--- config.mk ---
export PLATFORM = sky130hd
export DESIGN_NAME = stream_frame_packer
export DESIGN_NICKNAME = d
export VERILOG_FILES = /design/src/rtl/stream_capture_pkg.sv /design/src/rtl/stream_frame_fifo.sv /design/src/rtl/stream_frame_packer.sv
export SDC_FILE = /design/constraint.sdc
export NUM_CORES = 1
export LEC_CHECK = 0
export ABC_CLOCK_PERIOD_IN_PS = 31300
export CORE_MARGIN = 8
export CORE_UTILIZATION = 35
export CTS_CLUSTER_DIAMETER = 30
export DETAILED_ROUTE_END_ITERATION = 16
export PLACE_DENSITY_LB_ADDON = 0.3
export SETUP_SLACK_MARGIN = 0.4
export SLEW_MARGIN = 40
export SYNTH_ARGS = -nofsm -noshare
export SYNTH_HDL_FRONTEND = slang
export SYNTH_HIERARCHICAL = 1
export SYNTH_SLANG_ARGS = --single-unit
--- constraint.sdc ---
create_clock -name clock -period 31.3 [get_ports clock]
set_input_delay 6.26 -clock clock [delete_from_list [all_inputs] [get_ports clock]]
set_output_delay 6.26 -clock clock [all_outputs]
set_load 0.01 [all_outputs]
--- src/rtl/stream_capture_pkg.sv ---
// Shared types for the stream capture path: sample/frame shapes and emitter states.
package stream_capture_pkg;

   localparam int DSIZE_DEF  = 32;
   localparam int NUM_CH_DEF = 4;

   typedef logic [DSIZE_DEF-1:0] sample_t;
   typedef sample_t [NUM_CH_DEF-1:0] frame_t;

   typedef enum logic [1:0] {
      IDLE   = 2'd0,
      GAP    = 2'd1,
      FINISH = 2'd2
   } emit_state_e;

endpackage

--- src/rtl/stream_frame_fifo.sv ---
// First-word-fall-through frame buffer with full/empty flags and occupancy count.
module stream_frame_fifo #(
   parameter int WIDTH = 128,
   parameter int DEPTH = 8
) (
   input  logic                     clock,
   input  logic                     rst_n,
   input  logic                     push,
   input  logic [WIDTH-1:0]         wdata,
   input  logic                     pop,
   output logic [WIDTH-1:0]         rdata,
   output logic                     full,
   output logic                     empty,
   output logic [$clog2(DEPTH):0]   count
);

   localparam int AW = $clog2(DEPTH);
   localparam logic [AW:0] DEPTH_L = (AW+1)'(DEPTH);

   logic [WIDTH-1:0] mem_r [DEPTH];
   logic [AW-1:0]    wr_ptr_r;
   logic [AW-1:0]    rd_ptr_r;
   logic [AW:0]      count_r;
   logic             push_ok_s;
   logic             pop_ok_s;

   assign full      = (count_r == DEPTH_L);
   assign empty     = (count_r == '0);
   assign count     = count_r;
   assign rdata     = mem_r[rd_ptr_r];
   assign push_ok_s = push && !full;
   assign pop_ok_s  = pop && !empty;

   // Storage, pointers and occupancy; depth is a power of two so pointers wrap naturally.
   always_ff @(posedge clock) begin
      if (!rst_n) begin
         wr_ptr_r <= '0;
         rd_ptr_r <= '0;
         count_r  <= '0;
      end else begin
         if (push_ok_s) begin
            mem_r[wr_ptr_r] <= wdata;
            wr_ptr_r        <= wr_ptr_r + 1'b1;
         end
         if (pop_ok_s) begin
            rd_ptr_r <= rd_ptr_r + 1'b1;
         end
         case ({push_ok_s, pop_ok_s})
            2'b10:   count_r <= count_r + 1'b1;
            2'b01:   count_r <= count_r - 1'b1;
            default: count_r <= count_r;
         endcase
      end
   end

endmodule

--- src/rtl/stream_frame_packer.sv ---
// Packs NUM_CH samples per frame, buffers frames and emits each one as a held word
// with strobe/toggle, spaced by MIN_GAP idle clocks, stopping after TRIGGER_TOTAL frames.
module stream_frame_packer
   import stream_capture_pkg::*;
#(
   parameter int DSIZE         = DSIZE_DEF,
   parameter int NUM_CH        = NUM_CH_DEF,
   parameter int FIFO_DEPTH    = 8,
   parameter int MIN_GAP       = 4,
   parameter int TRIGGER_TOTAL = 1000
) (
   input  logic                      clock,
   input  logic                      rst_n,
   input  logic                      capture_en,
   input  logic                      in_valid,
   output logic                      in_ready,
   input  logic [DSIZE-1:0]          in_data,
   input  logic                      in_last,
   output logic [NUM_CH*DSIZE-1:0]   frame_data,
   output logic                      frame_stb,
   output logic                      frame_toggle,
   output logic                      dump_enable,
   output logic [31:0]               frame_cnt,
   output logic                      done
);

   localparam int FW = NUM_CH * DSIZE;
   localparam int LW = (NUM_CH > 1) ? $clog2(NUM_CH) : 1;
   localparam int GW = $clog2(MIN_GAP + 1);
   localparam int CW = $clog2(FIFO_DEPTH) + 1;
   localparam logic [LW-1:0] LAST_LANE = LW'(NUM_CH - 1);
   localparam logic [GW-1:0] GAP_LOAD  = GW'(MIN_GAP);
   localparam logic [31:0]   TRIG      = 32'(TRIGGER_TOTAL);

   logic [LW-1:0]                   lane_cnt_r;
   logic [NUM_CH-1:0][DSIZE-1:0]    lane_buf_r;
   logic [NUM_CH-1:0][DSIZE-1:0]    frame_next_s;
   logic [FW-1:0]                   frame_flat_s;
   logic                            run_r;
   logic                            completes_s;
   logic                            in_ready_s;
   logic                            accept_s;
   logic                            push_s;
   logic                            pop_s;
   logic [FW-1:0]                   fifo_rdata_s;
   logic                            fifo_full_s;
   logic                            fifo_empty_s;
   logic [CW-1:0]                   fifo_count_s;
   emit_state_e                     state_r;
   logic [GW-1:0]                   gap_cnt_r;

   // Frame under construction with this beat merged in, plus the acceptance decision.
   always_comb begin
      frame_next_s             = lane_buf_r;
      frame_next_s[lane_cnt_r] = in_data;
      completes_s              = (lane_cnt_r == LAST_LANE) || in_last;
      if (capture_en && run_r && !done) begin
         in_ready_s = !(completes_s && fifo_full_s);
      end else begin
         in_ready_s = 1'b0;
      end
   end

   assign frame_flat_s = frame_next_s;
   assign in_ready     = in_ready_s;
   assign accept_s     = in_valid && in_ready_s;
   assign push_s       = accept_s && completes_s;
   // The occupancy count and the empty flag must agree before a frame is consumed.
   assign pop_s        = (state_r == IDLE) && (TRIG != 32'd0) && !fifo_empty_s
                         && (fifo_count_s != '0);

   // Lane assembly; run_r keeps acceptance off for the first cycle after reset.
   always_ff @(posedge clock) begin
      if (!rst_n) begin
         lane_cnt_r <= '0;
         lane_buf_r <= '0;
         run_r      <= 1'b0;
      end else begin
         run_r <= 1'b1;
         if (push_s) begin
            lane_cnt_r <= '0;
            lane_buf_r <= '0;
         end else if (accept_s) begin
            lane_cnt_r <= lane_cnt_r + 1'b1;
            lane_buf_r <= frame_next_s;
         end
      end
   end

   stream_frame_fifo #(
      .WIDTH (FW),
      .DEPTH (FIFO_DEPTH)
   ) u_fifo (
      .clock (clock),
      .rst_n (rst_n),
      .push  (push_s),
      .wdata (frame_flat_s),
      .pop   (pop_s),
      .rdata (fifo_rdata_s),
      .full  (fifo_full_s),
      .empty (fifo_empty_s),
      .count (fifo_count_s)
   );

   // Emitter: pop -> strobe, then MIN_GAP quiet clocks, until TRIGGER_TOTAL frames are out.
   always_ff @(posedge clock) begin
      if (!rst_n) begin
         state_r      <= IDLE;
         gap_cnt_r    <= '0;
         frame_data   <= '0;
         frame_stb    <= 1'b0;
         frame_toggle <= 1'b0;
         dump_enable  <= 1'b0;
         frame_cnt    <= '0;
         done         <= 1'b0;
      end else begin
         frame_stb   <= 1'b0;
         dump_enable <= capture_en && !done;
         case (state_r)
            IDLE: begin
               if (TRIG == 32'd0) begin
                  state_r     <= FINISH;
                  done        <= 1'b1;
                  dump_enable <= 1'b0;
               end else if (pop_s) begin
                  frame_data   <= fifo_rdata_s;
                  frame_stb    <= 1'b1;
                  frame_toggle <= ~frame_toggle;
                  if (frame_cnt != 32'hFFFF_FFFF) begin
                     frame_cnt <= frame_cnt + 32'd1;
                  end
                  if ((frame_cnt + 32'd1) == TRIG) begin
                     state_r <= FINISH;
                  end else begin
                     state_r   <= GAP;
                     gap_cnt_r <= GAP_LOAD;
                  end
               end
            end
            GAP: begin
               if (gap_cnt_r <= GW'(1)) begin
                  state_r <= IDLE;
               end else begin
                  gap_cnt_r <= gap_cnt_r - 1'b1;
               end
            end
            FINISH: begin
               done        <= 1'b1;
               dump_enable <= 1'b0;
            end
            default: begin
               state_r <= IDLE;
            end
         endcase
      end
   end

endmodule
* Yosys cells after proc, flatten, opt, wreduce, memory -nomap -nowiden
Memory sizes are Yosys's and may differ from the RTL's. A register that Yosys moved wholly into a read port is not among the register bits. Cells that the tools add are included.
Storage, ports and cells: logic and storage cells 89, memories kept 1, bits of input ports 37, flip-flop bits (word level) 182, memory bits (writable) 1024, output and inout port bits 165
Memory list:
- u_fifo.mem_r | depth 8, width 128, rd ports 1, clocked after Yosys merged registers in 1, wr ports 1, line stream_frame_fifo.sv:20 | logic [WIDTH-1:0] mem_r [DEPTH];
Cells by class: add/subtract/negate cells 7, mux-type cells 18, reductions and logical operators 29, order comparisons 3, bitwise gates (word level) 3, equality and inequality tests 12
Operators by type and width (count):
- $bwmux 128 | 1
- $demux 32 s2 | 1
- $add 32x1->32 const B | 1
- $eq 32x10->1 const B | 1
- $mux 32 | 1
- $ne 32x32->1 const B | 1
- $logic_and 1x1->1 | 11
- $mux 3 | 3
- $pmux 4 s2 | 1
- $add 3x1->3 const B | 2
- $eq 2x2->1 const B | 3
- $mux 1 | 6
- $mux 2 | 3
- $ne 2x2->1 const B | 3
- $pmux 2 s3 | 1
- $pmux 3 s2 | 1
- $reduce_and 3->1 | 2
- $logic_not 1->1 | 5
- $add 4x1->4 const B | 1
- $eq 2x1->1 const B | 2
- $eq 4x4->1 const B | 1
- $logic_not 4->1 | 1
- $reduce_and 2->1 | 2
- $reduce_and 4->1 | 1
- other kinds (13) | 17

* Logic depth before layout (Yosys ltp)
Gate-level depths: netlist of the first run.
word-level depth 11, gate-level depth with buffers 15, depth with buffers taken out 13

* Hierarchy
Netlist of the first run, hierarchy kept.
Modules (own cells, without submodules):
- stream_frame_fifo | cells each 1554, seq. area each 31009.7 sq um, area an instance 39615.5 sq um, times used 1
- stream_frame_packer | cells each 1583, seq. area each 6005.8 sq um, area an instance 13286.5 sq um, times used 1

* Worst setup path after synthesis of the first run
Ideal clock, no wire load.
kind input port to flip-flop, start point input port capture_en, end point memory u_fifo.mem_r[1][0], enable pin, stages 7, path slack 10.976 ns, arrival time 19.395 ns, path buffers 1, setup time 0.929 ns, required time 30.371 ns, cells stage by stage nor2b_1 and3_1 nand2_1 clkbuf_1 nor2_1 nand2_2 nor4_1
Between the ends: cells in the longest elaborated chain, start to end 9
Ends and longest elaborated chain:
- start: declaration | line stream_frame_packer.sv:14 | input logic capture_en,
- $logic_and 1x1->1 (2 in a row) | line stream_frame_packer.sv:57 | if (capture_en && run_r && !done) begin
- $mux 1 | line stream_frame_packer.sv:57
- net in_ready | line stream_frame_packer.sv:16 | output logic in_ready,
- $logic_and 1x1->1 | line stream_frame_packer.sv:66 | assign accept_s = in_valid && in_ready_s;
- $logic_and 1x1->1 | line stream_frame_packer.sv:67 | assign push_s = accept_s && completes_s;
- net push_s | line stream_frame_packer.sv:43 | logic push_s;
- $logic_and 1x1->1 | line stream_frame_fifo.sv:31 | assign push_ok_s = push && !full;
- $mux 1 | line stream_frame_fifo.sv:41 | if (push_ok_s) begin
- $mux 1 | line stream_frame_fifo.sv:36 | if (!rst_n) begin
- $mux 1 (implied by the code) | line stream_frame_fifo.sv:42 | mem_r[wr_ptr_r] <= wdata;
- end: declaration | line stream_frame_fifo.sv:20
The timed path passes the listed nets, and every way through them passes these cells.

* Worst setup path after layout of the first run
start point input port in_last, end point output port in_ready
Between the ends: cells in the longest elaborated chain, start to end 4
Ends and longest elaborated chain:
- start: declaration | line stream_frame_packer.sv:18 | input logic in_last,
- $logic_or 1x1->1 | line stream_frame_packer.sv:56 | completes_s = (lane_cnt_r == LAST_LANE) || in_last;
- $logic_and 1x1->1 | line stream_frame_packer.sv:58 | in_ready_s = !(completes_s && fifo_full_s);
- $logic_not 1->1 | line stream_frame_packer.sv:58
- $mux 1 | line stream_frame_packer.sv:57
- end: declaration | line stream_frame_packer.sv:16
Every way passes these cells.

==> flow_metrics.py, run 1 <==
metrics = {
    "pwr": {
        "p_sw_w": 0.00100,
        "peakVddDrop_uv": 59.6,
        "p_leak_nw": 22.6,
        "clockPowerShare": 0.606,
        "p_int_w": 0.00402,
        "switching_share": 0.200,
        "power_frac_seq": 0.380,
        "p_comb_frac": 0.013,
        "power_density_nw_per_um2": 75.2,
    },
    "clocking": {
        "cts_buffer_depth": 4,
        "htree_levels": 5,
        "cts_resized": 0,
        "clockRootBuffer": "clkbuf_16",
        "hold_buffers": 0,
        "cts_tree": "done",
        "clk_pin_slew_ps": 40,
        "cts_buffers": 296,
        "cts.sinks": 1337,
        "worstSkewPairLatency_ps": 850,
        "cts_setup_buffers": 0,
    },
    "floorplan": {
        "io-pin-count": 202,
        "dieWidth_um": 405,
        "die_h_um": 405,
        "start_util": 0.353,
        "fp.dieArea_um2": 164000,
        "num_rows": 142,
        "coreArea_um2": 150000,
    },
    "sta": {
        "hold_viol": 0,
        "period_needed_ps": 14040,
        "slew_viol_final": 0,
        "relSlewSlack": 0.415,
        "tightest_slew_ps": 878,
        "post-route-period-util": 0.449,
        "fin_skew_ps": 51.7,
        "rsz0062_at_grt": "false",
        "tns_ps": 0,
        "hold_ws_ps": 448,
        "setup_viol_count_final": 0,
        "fmax_mhz": 71.2,
    },
    "finish": {
        "area_growth_pct": 26.4,
        "fill_cells": 13100,
        "seqCellArea_um2": 37000,
        "drive_gt1_frac": 0.271,
        "multi_input_area_um2": 14700,
        "finalNonFillerCells": 5731,
        "final_area_um2": 66900,
        "finalNetCount": 3542,
        "fin_util": 0.446,
        "final_cell_mix": "1024 x edfxtp_1, 545 x nand2_1, 310 x dfxtp_1, 304 x clkbuf_16, 256 x mux2_2",
        "final_common_cell": "edfxtp_1",
    },
    "synth": {
        "syn_area_per_cell_um2": 16.9,
        "synth_area_leaders": "edfxtp_1 58%, dfxtp_1 12%, mux4_2 7.8%",
        "syn_area_um2": 52900,
        "synth_edf_count": 1024,
        "yosysTopAreaCellShare": 0.581,
        "syn-num-nets": 3188,
        "async_reset_ff_frac": 0,
        "ys_ff_latch": 1337,
        "syn-instance-count": 3137,
        "yosysSeqAreaShare": 0.700,
        "synth_ff_type": "edfxtp_1",
        "synth_area_leader_cell": "edfxtp_1",
        "ys.warnings.count": 6,
        "ys_types": 72,
    },
    "routing": {
        "first_pass_iters": 5,
        "routed_via_density": 5.06,
        "routed_wl_um": 135000,
        "ant_nets": 0,
        "routedWlPerCell_um": 23.5,
        "vias": 29000,
        "dr.first_iter.drc_count": 1881,
        "drc": 0,
    },
    "placement": {
        "dp_hpwl_um": 73800,
        "numPortBuffers": 201,
        "place.gp.congestion": 0.741,
        "place_area_um2": 56900,
        "dp.cells": 5207,
    },
    "global_routing": {
        "grt_pass1_vias": 30100,
        "antenna_found_initial": 17,
        "gr-total-overflow": 0,
        "grt_start_max_net_pins": 107,
        "grt.total_usage": 0.163,
        "grt_pass1_wl_um": 200000,
    },
    "setup_path": {
        "crit_end": "in_ready",
        "path_class": "primary input to output port",
        "cp-start-kind": "primary input",
        "reg2reg_from": "u_fifo/count[0]",
        "startpoint": "in_last",
        "r2r_end": "u_fifo/mem_r[3][35]",
        "r2r_setup_slack_ps": 26040,
        "worst_ep_required_time_ps": 25040,
        "cp_data_arrival_time_ps": 7780,
        "rr_worst_depth": 11,
        "crit_path_end_kind": "output port",
        "crit_fanout": 3,
    },
    "min_path": {
        "hold_class": "register to register",
    },
    "run_status": {
        "status": "finished clean",
    },
    "job": {
        "cap_violations": 0,
    },
}
routing by layer:
| layer | vias up | GRT usage | share of wire |
|---|---|---|---|
| met5 | - | 0 | 0 |
| met4 | 0 | 0.0603 | 0.031 |
| met3 | 259 | 0.0393 | 0.075 |
| met2 | 979 | 0.254 | 0.46 |
| met1 | 14900 | 0.222 | 0.43 |
| li1 | 12900 | - | - |
how the worst min path moves through the flow:
| stage | startpoint | end | slack, ps | depth (start not counted) |
|---|---|---|---|---|
| after floorplan | state_r[0] | state_r[1] | 430 | 1 |
| after global placement | lane_buf_r[86] | lane_buf_r[86] | 440 | 2 |
| after detailed placement | lane_buf_r[52] | lane_buf_r[52] | 440 | 2 |
| after CTS | lane_buf_r[52] | lane_buf_r[52] | 450 | 2 |
| after global routing | lane_buf_r[39] | lane_buf_r[39] | 460 | 2 |
| final | lane_buf_r[52] | lane_buf_r[52] | 450 | 2 |
power groups by stage:
stage	logic, W	registers, W	clock network, W
6_report	0.0000675	0.00191	0.00305
5_1_grt	0.0000726	0.00191	0.00319
4_1_cts	0.0000688	0.00191	0.00311
3_5_place_dp	0.0000686	0.00194	0
3_3_place_gp	0.0000676	0.00194	0
2_1_floorplan	0.0000333	0.00194	0
worst max-delay path, stage by stage:
cell             delay (ps)
clkdlybuf4s50_1         440
o21ai_0                 190
and3_1                  300
clkdlybuf4s50_1         590
area by class of cell:
type / instances / share of cell area
Multi-Input combinational cell: 1592 / 0.220
Clock inverter: 168 / 0.0289
Inverter: 14 / 0.000861
Clock buffer: 351 / 0.120
Timing Repair Buffer: 250 / 0.0386
Tap cell: 2016 / 0.0377
Sequential cell: 1337 / 0.554
Antenna cell: 3 / 0.000112
metrics by stage:
stage	total power, W	setup slack (ps)
6_report	0.00502	17260
5_1_grt	0.00517	17170
4_1_cts	0.00508	17220
3_5_place_dp	0.00201	17220
3_3_place_gp	0.00201	17230
2_1_floorplan	0.00198	10980
state kept, by name, indices dropped and copies added, names as in the netlist, named ones only:
signal / flops
u_fifo/mem_r: 1024
gap_cnt_r: 3
lane_buf_r: 128
u_fifo/wr_ptr_r: 3
frame_toggle: 1
u_fifo/rd_ptr_r: 3
u_fifo/count: 4
done: 1
frame_stb: 1
lane_cnt_r: 2
dump_enable: 1
frame_data: 128
state_r: 2
run_r: 1
frame_cnt: 32
cells by family (layout without fill, tap and decap cells):
logic type / count (synthesis) / count (layout) / share of synthesized area
DFF: 1337 / 1337 / 0.700
other: 0 / 3 / 0
buffers and inverters: 208 / 783 / 0.0242
muxes: 517 / 517 / 0.170
xor gates and xnor gates: 45 / 45 / 0.00745
adders and majority gates: 14 / 14 / 0.00345
and+or+nand+nor: 709 / 709 / 0.0577
AOI/OAI and AO/OA: 307 / 307 / 0.0380
Yosys cell counts, types with 3 or more instances:
library cell and n:
a31oi_1 4, buf_2 8, nand3_1 17, a21boi_0 134, inv_1 13, a21oi_1 132
nor2b_1 3, nor3_1 8, ha_1 13, clkbuf_1 114, mux2i_1 5, mux2_2 256
clkbuf_8 13, xor2_1 13, nor4_1 9, nor2_1 25, mux4_1 72, buf_8 18
buf_1 22, and4_1 5, o21ai_0 10, and3_1 7, nand4b_1 4, buf_12 3
buf_6 12, edfxtp_1 1024, nand2_1 547, or4_1 3, and2_1 46, mux4_2 184
dfxtp_1 313, nand4_1 17, xnor2_1 32
(Power assumes the default switching activity.)
==> inputs of run 2 (changes only) <==
--- a/config.mk
+++ b/config.mk
@@ -5,7 +5,7 @@
 export SDC_FILE = /design/constraint.sdc
 export NUM_CORES = 1
 export LEC_CHECK = 0
-export ABC_CLOCK_PERIOD_IN_PS = 31300
+export ABC_CLOCK_PERIOD_IN_PS = 13750
 export CORE_MARGIN = 8
 export CORE_UTILIZATION = 35
 export CTS_CLUSTER_DIAMETER = 30
==> constraint.sdc (replaced) <==
create_clock -name clock -period 13.75 [get_ports clock]
set_input_delay 2.75 -clock clock [delete_from_list [all_inputs] [get_ports clock]]
set_output_delay 2.75 -clock clock [all_outputs]
set_load 0.01 [all_outputs]
==> run 2 against run 1 <==
Utilization rose by 0.24 points. Total power rose by 130%. Setup slack worse by 11000 ps. Largest cell class unchanged. Largest power group unchanged.
==> flow_metrics.py, run 2 (same netlist as run 1, synthesis figures left out) <==
metrics = {
    "run_status": {
        "status": "finished clean",
    },
    "pwr": {
        "peakVddDrop_uv": 135,
        "switching_share": 0.196,
        "clockPowerShare": 0.613,
        "p_leak_nw": 22.8,
        "power_frac_seq": 0.374,
        "p_comb_frac": 0.013,
        "p_int_w": 0.00936,
        "p_sw_w": 0.00228,
        "power_density_nw_per_um2": 173,
    },
    "routing": {
        "vias": 28900,
        "routedWlPerCell_um": 23.2,
        "dr.first_iter.drc_count": 2192,
        "routed_wl_um": 133000,
        "drc": 0,
        "routed_via_density": 5.02,
        "first_pass_iters": 5,
        "ant_nets": 0,
    },
    "placement": {
        "dp_hpwl_um": 73100,
        "place.gp.congestion": 0.752,
        "place_ws_ps": 6690,
        "numPortBuffers": 201,
        "dp.cells": 5201,
    },
    "clocking": {
        "cts_buffers": 299,
        "clk_pin_slew_ps": 40,
        "clockRootBuffer": "clkbuf_16",
        "worstSkewPairLatency_ps": 880,
        "hold_buffers": 0,
        "htree_levels": 5,
        "cts_resized": 0,
        "cts.sinks": 1337,
        "cts_setup_buffers": 0,
        "cts_buffer_depth": 4,
        "cts_tree": "done",
    },
    "floorplan": {
        "fp.dieArea_um2": 164000,
        "start_util": 0.353,
        "dieWidth_um": 405,
        "die_h_um": 405,
        "io-pin-count": 202,
        "coreArea_um2": 150000,
        "num_rows": 142,
    },
    "finish": {
        "final_cell_mix": "1024 x edfxtp_1, 545 x nand2_1, 310 x dfxtp_1, 305 x clkbuf_16, 256 x mux2_2",
        "area_growth_pct": 27.0,
        "fin_util": 0.448,
        "final_common_cell": "edfxtp_1",
        "drive_gt1_frac": 0.270,
        "reg.largest.list": "u_fifo/mem_r x1024, frame_data x128, lane_buf_r x128",
        "finalNetCount": 3540,
        "regMostFlops": "u_fifo/mem_r",
        "largest_reg_flops": 1024,
        "finalNonFillerCells": 5742,
    },
    "global_routing": {
        "gr-total-overflow": 0,
        "antenna_found_initial": 16,
        "grt_pass1_wl_um": 197000,
        "grt_pass1_vias": 29700,
        "grt.total_usage": 0.160,
        "grt_start_max_net_pins": 126,
    },
    "setup_path": {
        "cp_data_arrival_time_ps": 4270,
        "crit_fanout": 3,
        "crit_path_end_kind": "output port",
        "cp-start-kind": "primary input",
        "reg2reg_from": "lane_cnt_r[0]",
        "startpoint": "capture_en",
        "path_class": "primary input to output port",
        "worst_ep_required_time_ps": 11000,
    },
    "sta": {
        "tns_ps": 0,
        "fmax_mhz": 142,
        "hold_viol": 0,
        "post-route-period-util": 0.510,
        "period_needed_ps": 7020,
        "tightest_slew_ps": 941,
        "fin_skew_ps": 60.5,
        "relSlewSlack": 0.373,
        "slew_viol_final": 0,
        "final.setup.worst_slack_ps": 6730,
        "setup_viol_count_final": 0,
        "rsz0062_at_grt": "false",
    },
    "min_path": {
        "hold_class": "register to register",
        "hold_start": "lane_buf_r[31]",
    },
    "job": {
        "cap_violations": 0,
    },
}
-- run 2: cell count changes in the layout (fill, tap and decap cells not counted), moves of 6 or more --
cell	delta
buf_12	+7
buf_4	-6
buf_6	-7
bufinv_16	+7
clkbuf_1	+10
clkbuf_8	+12
clkinvlp_4	-10
inv_6	-9
-- run 2: power groups by stage --
stage	Sequential [W]	Clock, W	Combinational (W)
2_1_floorplan	0.00442	0	0.0000758
3_3_place_gp	0.00442	0	0.000154
6_report	0.00435	0.00714	0.000153
5_1_grt	0.00434	0.00747	0.000165
4_1_cts	0.00435	0.00726	0.000156
3_5_place_dp	0.00442	0	0.000156
-- run 2: layout make-up --
cell class	count	area, um^2
antenna	8	20.0
clock buffer	374	8220
clock inverter	156	2000
fill	13000	82700
inverter	14	57.6
multi-input combinational	1592	14700
sequential	1337	37000
tap	2016	2520
timing repair buffer	245	2620
-- run 2: critical path: stages --
cell             delay [ps]
clkdlybuf4s50_1         450
nor2b_1                 210
and3_1                  290
clkdlybuf4s50_1         570
-- run 2: worst paths after layout --
check	endpoint	slack, ps	cells past startpoint
setup / recovery	in_ready	6730	4
setup reg to reg	u_fifo/mem_r[0][49]	9570	10
hold reg to reg	lane_buf_r[31]	450	2
hold / removal	lane_buf_r[31]	450	2
-- run 2: metal layers --
metal,GRT usage,vias to the layer above,share of wire
li1,-,12900,-
met1,0.221,14800,0.45
met2,0.249,910,0.46
met3,0.0383,243,0.068
met4,0.0534,2,0.030
met5,0,-,0.000098
-- run 2: stage by stage --
step	power, W	instance area [um^2]	hold slack (ps)
after floorplan	0.00450	52900	429
after global placement	0.00457	56700	439
after detailed placement	0.00458	56900	444
after CTS	0.0118	67100	452
after global routing	0.0120	67200	469
final	0.0116	67200	449
